## config.mk

```make
export PLATFORM = sky130hd
export DESIGN_NAME = conv_layer_sequencer_flat
export DESIGN_NICKNAME = d
export VERILOG_FILES = /design/src/rtl/conv_seq_if.sv /design/src/rtl/conv_layer_sequencer.sv /design/src/flat_wrapper.sv
export SDC_FILE = /design/constraint.sdc
export NUM_CORES = 1
export LEC_CHECK = 0
export BUFFER_PORTS_ARGS = -buffer_cell sky130_fd_sc_hd__buf_2
export CAP_MARGIN = 0
export CORE_MARGIN = 10
export CORE_UTILIZATION = 28
export CTS_BUF_LIST = sky130_fd_sc_hd__clkbuf_8
export DETAILED_ROUTE_END_ITERATION = 8
export HOLD_SLACK_MARGIN = 0.02
export PLACE_DENSITY = 0.54
export SLEW_MARGIN = 20
export SYNTH_ARGS = -nofsm -noshare
export SYNTH_HDL_FRONTEND = slang
export SYNTH_SLANG_ARGS = --single-unit
```

## constraint.sdc

```tcl
create_clock -name clk -period 8.3 [get_ports clk]
set_input_delay 0.83 -clock clk [delete_from_list [all_inputs] [get_ports clk]]
set_output_delay 0.83 -clock clk [all_outputs]
set_load 0.02 [all_outputs]
```

## src/rtl/conv_seq_if.sv

```systemverilog
// Control/status bundle between a layer scheduler (master) and the
// convolution-layer sequencer (slave).
interface conv_seq_if #(
    parameter int depth   = 2,
    parameter int ABuffer = 11
);
    logic                   start;
    logic [ABuffer-1:0]     kernelCount;
    logic [ABuffer-1:0]     outCount;
    logic [ABuffer-1:0]     readBase;
    logic [ABuffer-1:0]     writeBase;
    logic                   poolEnable;
    logic                   busy;
    logic                   done;
    logic                   kBuffWrite;
    logic [ABuffer-1:0]     kBuffAddress;
    logic [2*depth-1:0]     kernelDistControl;
    logic [ABuffer-1:0]     nReadAddress;
    logic [ABuffer-1:0]     nWriteAddress;
    logic                   nWriteEnable;
    logic [1:0]             convUnitControl;
    logic [1:0]             poolUnitControl;

    modport master (
        output start, kernelCount, outCount, readBase, writeBase, poolEnable,
        input  busy, done, kBuffWrite, kBuffAddress, kernelDistControl,
               nReadAddress, nWriteAddress, nWriteEnable,
               convUnitControl, poolUnitControl
    );

    modport slave (
        input  start, kernelCount, outCount, readBase, writeBase, poolEnable,
        output busy, done, kBuffWrite, kBuffAddress, kernelDistControl,
               nReadAddress, nWriteAddress, nWriteEnable,
               convUnitControl, poolUnitControl
    );
endinterface

```

## src/rtl/conv_layer_sequencer.sv

```systemverilog
// Sequences one convolution layer: kernel load, streaming conv reads,
// pipeline drain with delayed neuron write-back, then a done pulse.
module conv_layer_sequencer #(
    parameter int depth   = 2,
    parameter int D       = 1 << depth,
    parameter int ABuffer = 11,
    parameter int LAT     = 2
) (
    input  logic       clk,
    input  logic       rst,
    conv_seq_if.slave  bus
);
    localparam int DW      = (LAT < 2) ? 1 : $clog2(LAT + 1);
    localparam int DD_MASK = D * D - 1;

    typedef enum logic [2:0] {IDLE, LOAD_K, CONV, DRAIN, FIN} state_t;

    state_t               state_reg, state_next;
    logic [ABuffer-1:0]   kernel_count_reg, out_count_reg, read_base_reg;
    logic                 pool_reg;
    logic [ABuffer-1:0]   k_cnt_reg, o_cnt_reg, r_addr_reg, w_addr_reg;
    logic [DW-1:0]        d_cnt_reg;
    logic [LAT-1:0]       valid_reg, valid_next;

    logic                 accept, k_last, o_last, d_last;
    logic [ABuffer-1:0]   conv_base;

    assign accept    = (state_reg == IDLE) && bus.start;
    assign k_last    = k_cnt_reg == kernel_count_reg - ABuffer'(1);
    assign o_last    = o_cnt_reg == out_count_reg - ABuffer'(1);
    assign d_last    = d_cnt_reg == DW'(LAT - 1);
    // Jumping straight from IDLE to CONV happens before the base is latched.
    assign conv_base = (state_reg == IDLE) ? bus.readBase : read_base_reg;

    always_ff @(posedge clk or posedge rst) begin
        if (rst) state_reg <= IDLE;
        else     state_reg <= state_next;
    end

    always_comb begin
        state_next = state_reg;
        case (state_reg)
            IDLE: begin
                if (bus.start) begin
                    if (bus.kernelCount != '0)   state_next = LOAD_K;
                    else if (bus.outCount != '0) state_next = CONV;
                    else                         state_next = FIN;
                end
            end
            LOAD_K: if (k_last) state_next = (out_count_reg != '0) ? CONV : FIN;
            CONV:   if (o_last) state_next = DRAIN;
            DRAIN:  if (d_last) state_next = FIN;
            FIN:    state_next = IDLE;
            default: state_next = IDLE;
        endcase
    end

    always_comb begin
        bus.busy              = state_reg != IDLE;
        bus.done              = state_reg == FIN;
        bus.kBuffWrite        = state_reg == LOAD_K;
        bus.kernelDistControl = '0;
        bus.convUnitControl   = 2'b00;
        bus.poolUnitControl   = 2'b00;
        if (state_reg == LOAD_K)
            bus.kernelDistControl = k_cnt_reg[2*depth-1:0] & (2*depth)'(DD_MASK);
        if (state_reg == CONV)
            bus.convUnitControl = (o_cnt_reg == '0) ? 2'b10 : 2'b01;
        if ((state_reg == CONV || state_reg == DRAIN) && pool_reg)
            bus.poolUnitControl = 2'b01;
    end

    assign bus.kBuffAddress  = k_cnt_reg;
    assign bus.nReadAddress  = r_addr_reg;
    assign bus.nWriteAddress = w_addr_reg;
    assign bus.nWriteEnable  = valid_reg[LAT-1];

    // Each CONV read launches a token that emerges as a write LAT cycles later.
    assign valid_next[0] = state_reg == CONV;
    generate
        for (genvar gi = 1; gi < LAT; gi++) begin : g_valid
            assign valid_next[gi] = valid_reg[gi-1];
        end
    endgenerate

    always_ff @(posedge clk or posedge rst) begin
        if (rst) valid_reg <= '0;
        else     valid_reg <= valid_next;
    end

    always_ff @(posedge clk or posedge rst) begin
        if (rst) begin
            kernel_count_reg <= '0;
            out_count_reg    <= '0;
            read_base_reg    <= '0;
            pool_reg         <= 1'b0;
            k_cnt_reg        <= '0;
            o_cnt_reg        <= '0;
            r_addr_reg       <= '0;
            w_addr_reg       <= '0;
            d_cnt_reg        <= '0;
        end else begin
            if (accept) begin
                kernel_count_reg <= bus.kernelCount;
                out_count_reg    <= bus.outCount;
                read_base_reg    <= bus.readBase;
                pool_reg         <= bus.poolEnable;
            end

            // Addresses reload only on entry so they hold their last value elsewhere.
            if (state_reg != LOAD_K && state_next == LOAD_K)
                k_cnt_reg <= '0;
            else if (state_reg == LOAD_K && !k_last)
                k_cnt_reg <= k_cnt_reg + ABuffer'(1);

            if (state_reg != CONV && state_next == CONV) begin
                o_cnt_reg  <= '0;
                r_addr_reg <= conv_base;
            end else if (state_reg == CONV && !o_last) begin
                o_cnt_reg  <= o_cnt_reg + ABuffer'(1);
                r_addr_reg <= r_addr_reg + ABuffer'(1);
            end

            if (state_reg != DRAIN && state_next == DRAIN)
                d_cnt_reg <= '0;
            else if (state_reg == DRAIN && !d_last)
                d_cnt_reg <= d_cnt_reg + DW'(1);

            if (accept)
                w_addr_reg <= bus.writeBase;
            else if (valid_reg[LAT-1])
                w_addr_reg <= w_addr_reg + ABuffer'(1);
        end
    end
endmodule

```

## src/flat_wrapper.sv

```systemverilog
// flat-port wrapper written by rule: the top's interface ports become plain ports
module conv_layer_sequencer_flat 
#(
    parameter int depth   = 2,
    parameter int D       = 1 << depth,
    parameter int ABuffer = 11,
    parameter int LAT     = 2
)
  (clk, rst, bus_start, bus_kernelCount, bus_outCount, bus_readBase, bus_writeBase, bus_poolEnable, bus_busy, bus_done, bus_kBuffWrite, bus_kBuffAddress, bus_kernelDistControl, bus_nReadAddress, bus_nWriteAddress, bus_nWriteEnable, bus_convUnitControl, bus_poolUnitControl);
  conv_seq_if #(.depth(depth), .ABuffer(ABuffer)) bus_i ();
  input  logic clk;
  input  logic rst;
  input wire logic [$bits(bus_i.start)-1:0] bus_start;
  input wire logic [$bits(bus_i.kernelCount)-1:0] bus_kernelCount;
  input wire logic [$bits(bus_i.outCount)-1:0] bus_outCount;
  input wire logic [$bits(bus_i.readBase)-1:0] bus_readBase;
  input wire logic [$bits(bus_i.writeBase)-1:0] bus_writeBase;
  input wire logic [$bits(bus_i.poolEnable)-1:0] bus_poolEnable;
  output wire logic [$bits(bus_i.busy)-1:0] bus_busy;
  output wire logic [$bits(bus_i.done)-1:0] bus_done;
  output wire logic [$bits(bus_i.kBuffWrite)-1:0] bus_kBuffWrite;
  output wire logic [$bits(bus_i.kBuffAddress)-1:0] bus_kBuffAddress;
  output wire logic [$bits(bus_i.kernelDistControl)-1:0] bus_kernelDistControl;
  output wire logic [$bits(bus_i.nReadAddress)-1:0] bus_nReadAddress;
  output wire logic [$bits(bus_i.nWriteAddress)-1:0] bus_nWriteAddress;
  output wire logic [$bits(bus_i.nWriteEnable)-1:0] bus_nWriteEnable;
  output wire logic [$bits(bus_i.convUnitControl)-1:0] bus_convUnitControl;
  output wire logic [$bits(bus_i.poolUnitControl)-1:0] bus_poolUnitControl;
  assign bus_i.start = bus_start;
  assign bus_i.kernelCount = bus_kernelCount;
  assign bus_i.outCount = bus_outCount;
  assign bus_i.readBase = bus_readBase;
  assign bus_i.writeBase = bus_writeBase;
  assign bus_i.poolEnable = bus_poolEnable;
  assign bus_busy = bus_i.busy;
  assign bus_done = bus_i.done;
  assign bus_kBuffWrite = bus_i.kBuffWrite;
  assign bus_kBuffAddress = bus_i.kBuffAddress;
  assign bus_kernelDistControl = bus_i.kernelDistControl;
  assign bus_nReadAddress = bus_i.nReadAddress;
  assign bus_nWriteAddress = bus_i.nWriteAddress;
  assign bus_nWriteEnable = bus_i.nWriteEnable;
  assign bus_convUnitControl = bus_i.convUnitControl;
  assign bus_poolUnitControl = bus_i.poolUnitControl;
  conv_layer_sequencer #(.depth(depth), .D(D), .ABuffer(ABuffer), .LAT(LAT)) u_core (.clk(clk), .rst(rst), .bus(bus_i));
endmodule
```

### Word level (Yosys, flattened, before mapping)

Cells that the tools add are included.

* register bits: 85
* input bits: 48
* word-level logic and storage cells: 76

* $add $sub $neg: 7
* eq/ne operators: 13
* muxes and demuxes: 23
* reduce and logical (&&, ||, !) cells: 22

Operator list (count)
* $mux 11: 9
* $add 11x1->11 const B: 4
* $reduce_bool 11->1: 3
* $eq 11x11->1: 2
* $sub 11x1->11 const B: 2
* $mux 3: 7
* $eq 3x2->1 const B: 4
* $pmux 3 s4: 1
* $logic_not 11->1: 1
* $logic_and 1x1->1: 8
* $mux 2: 4
* $reduce_bool 2->1: 4
* $eq 3x1->1 const B: 2
* $ne 3x2->1 const B: 2
* $mux 4: 1
* $eq 3x3->1 const B: 1
* $logic_not 1->1: 3
* $logic_not 3->1: 1
* $ne 3x1->1 const B: 1
* $reduce_bool 3->1: 1
* $add 2x1->2 const B: 1
* $eq 2x1->1 const B: 1
* $logic_or 1x1->1: 1
* $mux 1: 1

### Depth between registers and ports, before layout

Gate-level depths: netlist of the first run.

* word-level depth: 8
* depth in mapped cells: 11
* depth with buffers taken out: 10

### Worst setup path after synthesis of the first run

No wires, ideal clock.

* path type: reg2reg
* from: reg u_core.kernel_count_reg[0]
* to: reg u_core.r_addr_reg[10], in the netlist u_core.bus.nReadAddress[10]
* setup time: 0.126 ns
* arrival: 2.644 ns
* required time: 8.174 ns
* path slack: 5.530 ns
* stages on the path, launching flop included: 11
* buffers on the path: 0
* clock period less this slack: 2.770 ns
* path through: dfrtp_1 inv_1 ha_1 nor2b_1 or3_1 a31o_2 a211oi_2 a21boi_2 or2_4 or2_4 a221o_1

* cells in the longest elaborated chain, start to end: 7

Ends and longest elaborated chain
* start: declaration: line conv_layer_sequencer.sv:19 `logic [ABuffer-1:0] kernel_count_reg, out_count_reg, read_base_reg;`
* start signal: assignment: line conv_layer_sequencer.sv:104 `kernel_count_reg <= bus.kernelCount;`
* $sub 11x1->11 *: line conv_layer_sequencer.sv:29 `assign k_last = k_cnt_reg == kernel_count_reg - ABuffer'(1);`
* $eq 11x11->1 *: line conv_layer_sequencer.sv:29
* $mux 3 *: line conv_layer_sequencer.sv:50 `LOAD_K: if (k_last) state_next = (out_count_reg != '0) ? CONV : FIN;`
* $pmux 3 s4 *: line conv_layer_sequencer.sv:42 `case (state_reg)`
* $eq 3x2->1 *: line conv_layer_sequencer.sv:116 `if (state_reg != CONV && state_next == CONV) begin`
* $logic_and 1x1->1 *: line conv_layer_sequencer.sv:116
* $mux 11 or $reduce_bool 2->1 (tied branches)
* end signal: assignment: line conv_layer_sequencer.sv:118 `r_addr_reg <= conv_base;`
* end signal: assignment: line conv_layer_sequencer.sv:121 `r_addr_reg <= r_addr_reg + ABuffer'(1);`
* end: declaration: line conv_layer_sequencer.sv:21 `logic [ABuffer-1:0] k_cnt_reg, o_cnt_reg, r_addr_reg, w_addr_reg;`

Mark *: on every way between the ends. The rest lies on a longest branch, timed or not.
A chain may end at the register's enable or synchronous reset.

### Final worst setup path of the first run

* from: reg u_core.kernel_count_reg[0]
* to: reg u_core.r_addr_reg[8], in the netlist u_core.bus.nReadAddress[8]

Same word-level chain as after synthesis.

==> out/results.ini, run 1 <==
[drt]
drtIter0Drc=184
via_count=4123
wl_per_cell_um=15.4
drtPass1Iterations=4
detail-route-antenna-nets=0
drt-total-wl_um=13500
viasPerCell=4.72
drc=0

[timing]
fin_setup_tns_ns=0
finalHoldViolations=0
period_needed_ns=3.22
drv_slew=0
rsz0062_at_grt=false
clock.fmax_ghz=0.311
maxSlewHeadroom=0.303
timing.hold.ws_ns=0.366
period_share=0.388
tightest_slew_ns=1.04
setup_viol=0
final.setup_skew_ns=0.0105

[run_status]
status=finished clean

[placement]
dp.cells=859
gp_congestion=0.810
port_buffers=91
dp_hpwl_um=9970

[floorplan]
num_rows=48
die-area_mm2=0.0231
fp.dieW_um=152
core_mm2=0.0172
dieHeight_um=152
start_util=0.285
ios=93

[cells_and_area]
final_net_count=701
stdcell_count=874
areaGrowthSynthToFinish_pct=18.2
drive_gt1_frac=0.197
fillers=1838
num_antenna_cells=0
fin_util=0.336

[yosys]
synthCells=561
ys.flop_type=dfrtp_1
ys_warn_count=0
synth_common_cells=136 x nand2_1, 85 x dfrtp_1, 35 x nor2_1
syn_area_per_cell_um2=8.71
synth_area_leader_cell=dfrtp_1
ys_top_cells_by_area=dfrtp_1 44%, nand2_1 10%, xnor2_1 5.7%
yosys_register_bits=85
synth_edf_count=0
ys_seq_area_frac=0.435
synth_top_area_share=0.435
synth.distinct_cells=60
syn_nets=617
synthesis.area_mm2=0.00489
synth_most_common_cell=nand2_1
synthArstFlopShare=1.00

[setup_path]
critPathRequiredTime_ns=8.62
cp-startpoint=u_core.kernel_count_reg[0]
r2r_start=u_core.kernel_count_reg[0]
path_max_fanout=22
cp.arrival_ns=3.53
critical_path_class=register to register
critPathLaunchType=register
worstSetupEndpointType=register

[worst_hold_path]
hold_class=register to register
hp-start=u_core.valid_reg[0]

[clock_network]
cts_sinks=85
cts_buffers=9
cts_resized=0
cts_tree=built
root_buffer=clkbuf_8
cts_hold_buf=0
postCtsSetupBuffers=0
clock_path_buffers=2
clkLatencyLatePin_ns=0.37
cts_max_level=3
clk_pin_slew_worst_paths_ns=0.08

[global_route]
grt_max_degree=64
grt_antenna_before_repair=0
grt_pass1_vias=4151
grt_pass1_wl_um=22300
overflow=0
grt.total_usage=0.118

[power_and_ir_drop]
power_frac_seq=0.370
p_leak_uw=0.00270
net-switching-power_uw=963
switching_share=0.457
p_clk_frac=0.144
comb_power_share=0.486
p_int_uw=1150
ir_worst_vdd_mv=0.171
power_density_mw_per_mm2=365

[run]
maxCapViolations=0

layer usage:
metal  vias to the layer above  GRT usage  part of all wire
met5                         -          0                 0
met2                        89      0.183              0.45
met1                      1949      0.153              0.48
met3                        12     0.0406             0.056
li1                       2073          -                 -
met4                         0     0.0271             0.011
cell type report:
| cell class | instances | area, µm² | share of cell area |
|---|---|---|---|
| Inverter | 19 | 72.6 | 0.0126 |
| Tap cell | 225 | 282 | 0.0487 |
| Clock inverter | 4 | 47.5 | 0.00823 |
| Sequential cell | 85 | 2130 | 0.368 |
| Clock buffer | 11 | 151 | 0.0262 |
| Multi-Input combinational cell | 435 | 2610 | 0.452 |
| Timing Repair Buffer | 95 | 485 | 0.0840 |
power by group through the flow:
stage	logic (µW)	registers, µW	clock network, µW
floorplan	720	795	0
global placement	1040	786	0
detailed placement	1040	786	0
CTS	1050	778	320
global route	1160	810	336
finish	1030	780	304
worst max-delay path: stages (launching register included):
cell,delay (ns)
dfrtp_1,0.40
inv_1,0.07
ha_1,0.23
nor2b_1,0.17
or3_1,0.35
a31o_2,0.24
a211oi_2,0.30
a21boi_2,0.23
nor3_4,0.77
a21boi_0,0.26
a221o_1,0.13
final timing paths:
kind	depth (start not counted)	slack, ns	endpoint
worst max-delay path	10	5.08	u_core.bus.nReadAddress[8]
worst min-delay path	0	0.37	u_core.valid_reg[1]
worst max register to register	10	5.08	u_core.bus.nReadAddress[8]
worst min register to register	0	0.37	u_core.valid_reg[1]
max in group asynchronous	3	6.70	u_core.bus.kBuffAddress[9]
min in group asynchronous	2	0.46	u_core.bus.nWriteAddress[0]
through the flow:
step / total power [µW] / setup WS [ns] / area [µm²]
2_1_floorplan: 1520 / 5.28 / 4890
3_3_place_gp: 1820 / 5.07 / 5580
3_5_place_dp: 1830 / 5.04 / 5580
4_1_cts: 2140 / 5.06 / 5780
5_1_grt: 2300 / 4.71 / 5780
6_report: 2110 / 5.08 / 5780
layout by cell type (no fill, tap or decap), drive strengths merged, types with 7 or more instances in the layout:
cell,netlist,routed
nor2,35,35
and2,11,11
nand4,10,10
nor4,11,11
inv,18,17
dfrtp,85,85
nor3,18,18
ha,8,8
o21ai,25,25
buf,4,95
xnor2,32,32
mux2i,10,10
nand3,20,20
and3,12,12
a21oi,10,10
nand2,136,136
nor3b,7,7
xor2,26,26
clkbuf,18,11
kinds of logic after synthesis:
group	synth area share
AOI/OAI and AO/OA	0.109
xor gates and xnor gates	0.104
adders and majority gates	0.0205
buffers and inverters	0.0338
DFF	0.435
muxes	0.0205
other	0.000767
and+or+nand+nor	0.276
(Power assumes the default switching activity.)
==> run 2, diff against run 1 <==
- ABC_AREA: default -> 1
- PLACE_DENSITY: 0.54 -> 0.55
- clock period: 8.3 -> 2.7 ns (I/O delays scaled with it)
==> out/results.ini, run 2 <==
[timing]
setup_viol=0  ; unchanged
timing.hold.ws_ns=0.118  ; was 0.366 ns
final.setup_skew_ns=0.00896  ; was 0.0105 ns
fin_setup_tns_ns=0  ; unchanged
finalHoldViolations=0  ; unchanged
clock.fmax_ghz=0.411  ; was 0.311 GHz
period_share=0.901  ; was 0.388
drv_slew=0  ; unchanged
rsz0062_at_grt=false  ; unchanged
period_needed_ns=2.43  ; was 3.22 ns

[cells_and_area]
mostFrequentLayoutCells=223 x nand2_1, 91 x buf_2, 89 x inv_1  ; was 136 x nand2_1, 91 x buf_2, 85 x dfrtp_1
multi_input_area_mm2=0.00283  ; was 0.00261 mm²
areaGrowthSynthToFinish_pct=17.9  ; was 18.2%
final_common_cell=nand2_1  ; unchanged
post-route-cell-area_mm2=0.00640  ; was 0.00578 mm²
final_net_count=914  ; was 701
register_area_mm2=0.00213  ; unchanged
stdcell_count=1122  ; was 874
drive_gt1_frac=0.172  ; was 0.197
fillers=2072  ; was 1838
num_antenna_cells=0  ; unchanged

[yosys]
ys_seq_area_frac=0.392  ; was 0.435
ys.flop_type=dfrtp_1  ; unchanged
synth_area_leader_cell=dfrtp_1  ; unchanged
synthesis.area_mm2=0.00543  ; was 0.00489 mm²
synth_top_area_share=0.392  ; was 0.435
synth.distinct_cells=45  ; was 60
ys_warn_count=0  ; unchanged
syn_area_per_cell_um2=7.08  ; was 8.71 µm²
yosys_register_bits=85  ; unchanged
synth_edf_count=0  ; unchanged
syn_nets=823  ; was 617
synthCells=767  ; was 561
synth_most_common_cell=nand2_1  ; unchanged
synthArstFlopShare=1.00  ; unchanged
ys_top_cells_by_area=dfrtp_1 39%, nand2_1 15%, inv_1 6.2%  ; was dfrtp_1 44%, nand2_1 10%, xnor2_1 5.7%
synth_common_cells=223 x nand2_1, 90 x inv_1, 85 x dfrtp_1  ; was 136 x nand2_1, 85 x dfrtp_1, 35 x nor2_1

[setup_path]
r2r_start=u_core.kernel_count_reg[0]  ; unchanged
critical_path_class=register to register  ; unchanged
critPathMaxStageDelay_ns=0.43  ; was 0.77 ns
crit_path_frequent_cell=nand2_1
cp_cell_sequence=inv_2 > ha_1 > inv_1 > nor2_2 > nand3_2 > inv_2 > nand2_1 > nand2_1 > nand2_1 > nor2_2 > nand3_4 > nand2_4 > nand2_2 > nand3b_4 > buf_4 > nand2_1 > nand3_1  ; was inv_1 > ha_1 > nor2b_1 > or3_1 > a31o_2 > a211oi_2 > a21boi_2 > nor3_4 > a21boi_0 > a221o_1
cp.arrival_ns=2.69  ; was 3.53 ns
r2r_slack_ns=0.27  ; was 5.08 ns
cp_slowest_cell=dfrtp_1  ; was nor3_4
worstSetupEndpointType=register  ; unchanged
critPathLaunchType=register  ; unchanged
regToRegEndpoint=u_core.bus.nReadAddress[1]  ; was u_core.bus.nReadAddress[8]
r2r_cells=17  ; was 10
critPathRequiredTime_ns=2.95  ; was 8.62 ns
path_max_fanout=15  ; was 22

[run_status]
status=finished clean  ; unchanged

[clock_network]
cts_max_level=3  ; unchanged
root_buffer=clkbuf_8  ; unchanged
cts_tree=built  ; unchanged
clock_path_buffers=2  ; unchanged
cts_sinks=85  ; unchanged
postCtsSetupBuffers=0  ; unchanged
clkLatencyLatePin_ns=0.37  ; about the same
clk_pin_slew_worst_paths_ns=0.09  ; was 0.08 ns
cts_buffers=9  ; unchanged

[drt]
drtIter0Drc=332  ; was 184
wl_per_cell_um=13.8  ; was 15.4 µm
detail-route-antenna-nets=0  ; unchanged
drc=0  ; unchanged
via_count=5071  ; was 4123
drtPass1Iterations=6  ; was 4
viasPerCell=4.52  ; was 4.72
drt-total-wl_um=15500  ; was 13500 µm

[worst_hold_path]
whs_endpoint=u_core.bus.nWriteAddress[1]  ; was u_core.valid_reg[1]
whs_path_depth=3  ; was 0
hp-start=bus_writeBase[1]  ; was u_core.valid_reg[0]
hold_class=input pin to register  ; was register to register

[floorplan]
num_rows=50  ; was 48
die-area_mm2=0.0254  ; was 0.0231 mm²
core_mm2=0.0189  ; was 0.0172 mm²
dieHeight_um=159  ; was 152 µm
ios=93  ; unchanged
start_util=0.287  ; was 0.285
fp.dieW_um=159  ; was 152 µm

[power_and_ir_drop]
p_leak_uw=0.00329  ; was 0.00270 µW
ir_worst_vdd_mv=0.287  ; was 0.171 mV
finalPower_uw=6160  ; was 2110 µW
power_density_mw_per_mm2=962  ; was 365 mW/mm²

[global_route]
grt_pass1_vias=4951  ; was 4151
grt_pass1_wl_um=25900  ; was 22300 µm
grt.total_usage=0.122  ; was 0.118
overflow=0  ; unchanged
grt_max_degree=86  ; was 64
grt_antenna_before_repair=0  ; unchanged

[placement]
port_buffers=91  ; unchanged
postPlaceCellArea_mm2=0.00619  ; was 0.00558 mm²
dp.cells=1106  ; was 859
dp_hpwl_um=11900  ; was 9970 µm
gp_congestion=0.829  ; was 0.810

[run]
maxCapViolations=0  ; unchanged

[run 2: changes by cell type after synthesis, sizes merged, moves of 24 or more]
cell	delta
inv	+80
nand2	+94
nand3	+37
nor2	+50
o21ai	+44
xnor2	-24
[run 2: final cells by class]
cell class / count / area share
Multi-Input combinational cell: 562 / 0.442
Sequential cell: 85 / 0.332
Timing Repair Buffer: 100 / 0.0840
Inverter: 100 / 0.0596
Tap cell: 260 / 0.0508
Clock buffer: 11 / 0.0236
Clock inverter: 4 / 0.00743
[run 2: critical path, delay by kind of cell, from the launching register on]
family                   cells  cell delay, ns
adder cells (fa/ha/maj)      1            0.18
buffers and inverters        4            0.43
flip-flops                   1            0.43
AND/OR/NAND/NOR             12            1.28
[run 2: metrics by stage]
stage | worst slack [ns] | util
2_1_floorplan | 0.237 | -
3_3_place_gp | 0.290 | 0.328
3_5_place_dp | 0.294 | 0.328
4_1_cts | 0.267 | 0.339
5_1_grt | 0.00506 | 0.339
6_report | 0.267 | 0.339
[run 2: how the worst max path moves through the flow]
stage	to	startpoint	slack, ns
2_1_floorplan	u_core.bus.kBuffAddress[0]	rst	0.24
5_1_grt	u_core.o_cnt_reg[0]	u_core.out_count_reg[0]	0.005
3_5_place_dp	u_core.bus.nReadAddress[1]	u_core.kernel_count_reg[0]	0.29
4_1_cts	u_core.bus.nReadAddress[1]	u_core.kernel_count_reg[0]	0.27
3_3_place_gp	u_core.bus.nReadAddress[0]	u_core.kernel_count_reg[0]	0.29
6_report	u_core.bus.nReadAddress[1]	u_core.kernel_count_reg[0]	0.27
[run 2: kinds of logic (layout without fill, tap and decap cells)]
logic type      count (synthesis)  after routing  share of synthesized area
buf+inv                       120            215                     0.0887
fa+ha+maj                       8              8                     0.0184
simple gates                  422            422                      0.344
compound gates                 88             88                     0.0868
flops                          85             85                      0.392
other cells                     1              1                   0.000690
xor+xnor                       43             43                     0.0693
[run 2: routing by layer]
metal | global-route usage | share of wire | vias to the layer above | wire length [µm]
met5 | 0 | 0 | - | 0
met2 | 0.182 | 0.43 | 109 | 6680
met3 | 0.0343 | 0.050 | 7 | 766
li1 | - | - | 2617 | -
met4 | 0.0215 | 0.0067 | 0 | 104
met1 | 0.173 | 0.51 | 2338 | 7920
[run 2: timing repair]
item                       4_1_cts  5_1_grt
hold endpoints to repair        59        0
setup endpoints to repair        0        2
resized for setup                0        1
hold buffers                     1        0
[run 2: where the power goes]
part	switching [µW]	total (µW)	internal (µW)
clock network	480	950	470
registers	472	2190	1720
logic	1970	3020	1050
==> run 3, diff against run 2 <==
- CORE_MARGIN: 10 -> 1.5
- PLACE_DENSITY: 0.55 -> 0.45
==> out/results.ini, run 3 (synthesis gave the netlist of run 2 again) <==
[power_and_ir_drop]
comb_power_share=0.485  ; was 0.490
p_clk_frac=0.162  ; was 0.154
switching_share=0.473  ; was 0.474
power_density_mw_per_mm2=968  ; was 962 mW/mm²
power_frac_seq=0.354  ; was 0.355
p_int_uw=3270  ; was 3240 µW
p_leak_uw=0.00330  ; was 0.00329 µW
net-switching-power_uw=2940  ; was 2920 µW
ir_worst_vdd_mv=0.253  ; was 0.287 mV
finalPower_uw=6210  ; was 6160 µW

[floorplan]
start_util=0.287  ; unchanged
core_mm2=0.0189  ; unchanged
dieHeight_um=142  ; was 159 µm
num_rows=50  ; unchanged
die-area_mm2=0.0202  ; was 0.0254 mm²
ios=93  ; unchanged
fp.dieW_um=142  ; was 159 µm

[worst_hold_path]
hold_class=input pin to register  ; unchanged

[timing]
timing.hold.ws_ns=0.106  ; was 0.118 ns
final.setup_skew_ns=0.0132  ; was 0.00896 ns
period_needed_ns=2.38  ; was 2.43 ns
setup_viol=0  ; unchanged
tightest_slew_ns=0.708
fin_setup_tns_ns=0  ; unchanged
clock.fmax_ghz=0.420  ; was 0.411 GHz
rsz0062_at_grt=false  ; unchanged
maxSlewHeadroom=0.528
fin_ws_ns=0.317  ; was 0.267 ns
finalHoldViolations=0  ; unchanged
drv_slew=0  ; unchanged
period_share=0.883  ; was 0.901

[clock_network]
postCtsSetupBuffers=0  ; unchanged
cts_sinks=85  ; unchanged
clock_path_buffers=2  ; unchanged
cts_tree=built  ; unchanged
cts_buffers=9  ; unchanged
root_buffer=clkbuf_8  ; unchanged
clkLatencyLatePin_ns=0.38  ; was 0.37 ns
clk_pin_slew_worst_paths_ns=0.09  ; about the same
cts_max_level=3  ; unchanged

[placement]
gp_congestion=0.773  ; was 0.829
dp_slack_ns=0.285  ; was 0.294 ns
port_buffers=91  ; unchanged
dp_hpwl_um=11600  ; was 11900 µm

[cells_and_area]
fillers=2128  ; was 2072
mostFrequentLayoutCells=223 x nand2_1, 91 x buf_2, 89 x inv_1  ; unchanged
num_antenna_cells=0  ; unchanged
fin_util=0.339  ; about the same
drive_gt1_frac=0.171  ; was 0.172
areaGrowthSynthToFinish_pct=18.0  ; was 17.9%
final_common_cell=nand2_1  ; unchanged
register_area_mm2=0.00213  ; unchanged
final_net_count=914  ; unchanged
multi_input_area_mm2=0.00283  ; about the same

[setup_path]
worstSetupEndpointType=register  ; unchanged
crit_path_frequent_cell=nand2_1  ; unchanged
cp_slowest_cell=dfrtp_1  ; unchanged
critPathRequiredTime_ns=2.97  ; was 2.95 ns
critPathLaunchType=register  ; unchanged
cp.arrival_ns=2.65  ; was 2.69 ns
crit_family=simple AND/OR/NAND/NOR gates  ; unchanged
r2r_slack_ns=0.32  ; was 0.27 ns
path_buf_inv=4  ; unchanged
path_max_fanout=15  ; unchanged
critical_path_class=register to register  ; unchanged
cp_cell_sequence=inv_2 > ha_1 > inv_1 > nor2_2 > nand3_2 > inv_2 > nand2_1 > nand2_1 > nand2_1 > nor2_2 > nand3_4 > nand2_4 > nand2_2 > nand3b_4 > buf_4 > nand2_1 > nand3_1  ; unchanged
critPathMaxStageDelay_ns=0.42  ; was 0.43 ns

[drt]
detail-route-antenna-nets=0  ; unchanged
drc=0  ; unchanged
drt-total-wl_um=15300  ; was 15500 µm
drtIter0Drc=275  ; was 332
wl_per_cell_um=13.6  ; was 13.8 µm
drtPass1Iterations=4  ; was 6
via_count=4992  ; was 5071
viasPerCell=4.45  ; was 4.52

[global_route]
grt_pass1_wl_um=25000  ; was 25900 µm
overflow=0  ; unchanged
grt_antenna_before_repair=0  ; unchanged
grt_max_degree=57  ; was 86
grt_pass1_vias=4808  ; was 4951
grt.total_usage=0.159  ; was 0.122

[run]
maxCapViolations=0  ; unchanged

[run_status]
status=finished clean  ; unchanged

-- run 3: final timing paths --
check | startpoint | to | cells after the start
setup reg to reg | u_core.kernel_count_reg[0] | u_core.bus.nReadAddress[1] | 17
min in group asynchronous | rst | u_core.kernel_count_reg[2] | 3
hold / removal | bus_outCount[7] | u_core.out_count_reg[7] | 3
max in group asynchronous | rst | u_core.state_reg[2] | 4
hold reg to reg | u_core.valid_reg[0] | u_core.valid_reg[1] | 0
setup / recovery | u_core.kernel_count_reg[0] | u_core.bus.nReadAddress[1] | 17
-- run 3: layout make-up --
class                           instances  area share
Clock buffer                           12      0.0258
Clock inverter                          3     0.00683
Inverter                              100      0.0595
Multi-Input combinational cell        562       0.441
Sequential cell                        85       0.332
Tap cell                              260      0.0508
Timing Repair Buffer                  100      0.0840
-- run 3: worst reg2reg max path, cell delays in order (launching register included) --
cell	delay, ns
dfrtp_1	0.42
inv_2	0.08
ha_1	0.18
inv_1	0.07
nor2_2	0.14
nand3_2	0.10
inv_2	0.06
nand2_1	0.05
nand2_1	0.07
nand2_1	0.08
nor2_2	0.18
nand3_4	0.13
nand2_4	0.13
nand2_2	0.08
nand3b_4	0.17
buf_4	0.21
nand2_1	0.07
nand3_1	0.07
-- run 3: metal layers --
layer  vias up  wire [µm]  track usage
li1       2618          -            -
met1      2270       7880        0.227
met2        93       6640        0.243
met3        11        631       0.0373
met4         0        144       0.0374
met5         -          0            0
-- run 3: what timing repair did --
action	CTS	global route
hold buffers	1	0
endpoints found under the hold margin	35	0
resized for setup	0	0
endpoints found under the setup margin	0	0
-- run 3: power groups by stage --
stage / Combinational [µW] / Sequential, µW / Clock, µW
3_5_place_dp: 3040 / 2200 / 0
3_3_place_gp: 3040 / 2220 / 0
4_1_cts: 3050 / 2190 / 1050
2_1_floorplan: 2120 / 2250 / 0
6_report: 3010 / 2190 / 1000
5_1_grt: 3460 / 2270 / 1110
-- run 3: per-stage QoR --
stage | instance area, µm² | cells
floorplan | 5430 | 767
global placement | 6190 | 1106
detailed placement | 6190 | 1106
CTS | 6410 | 1122
global route | 6410 | 1122
finish | 6410 | 1122
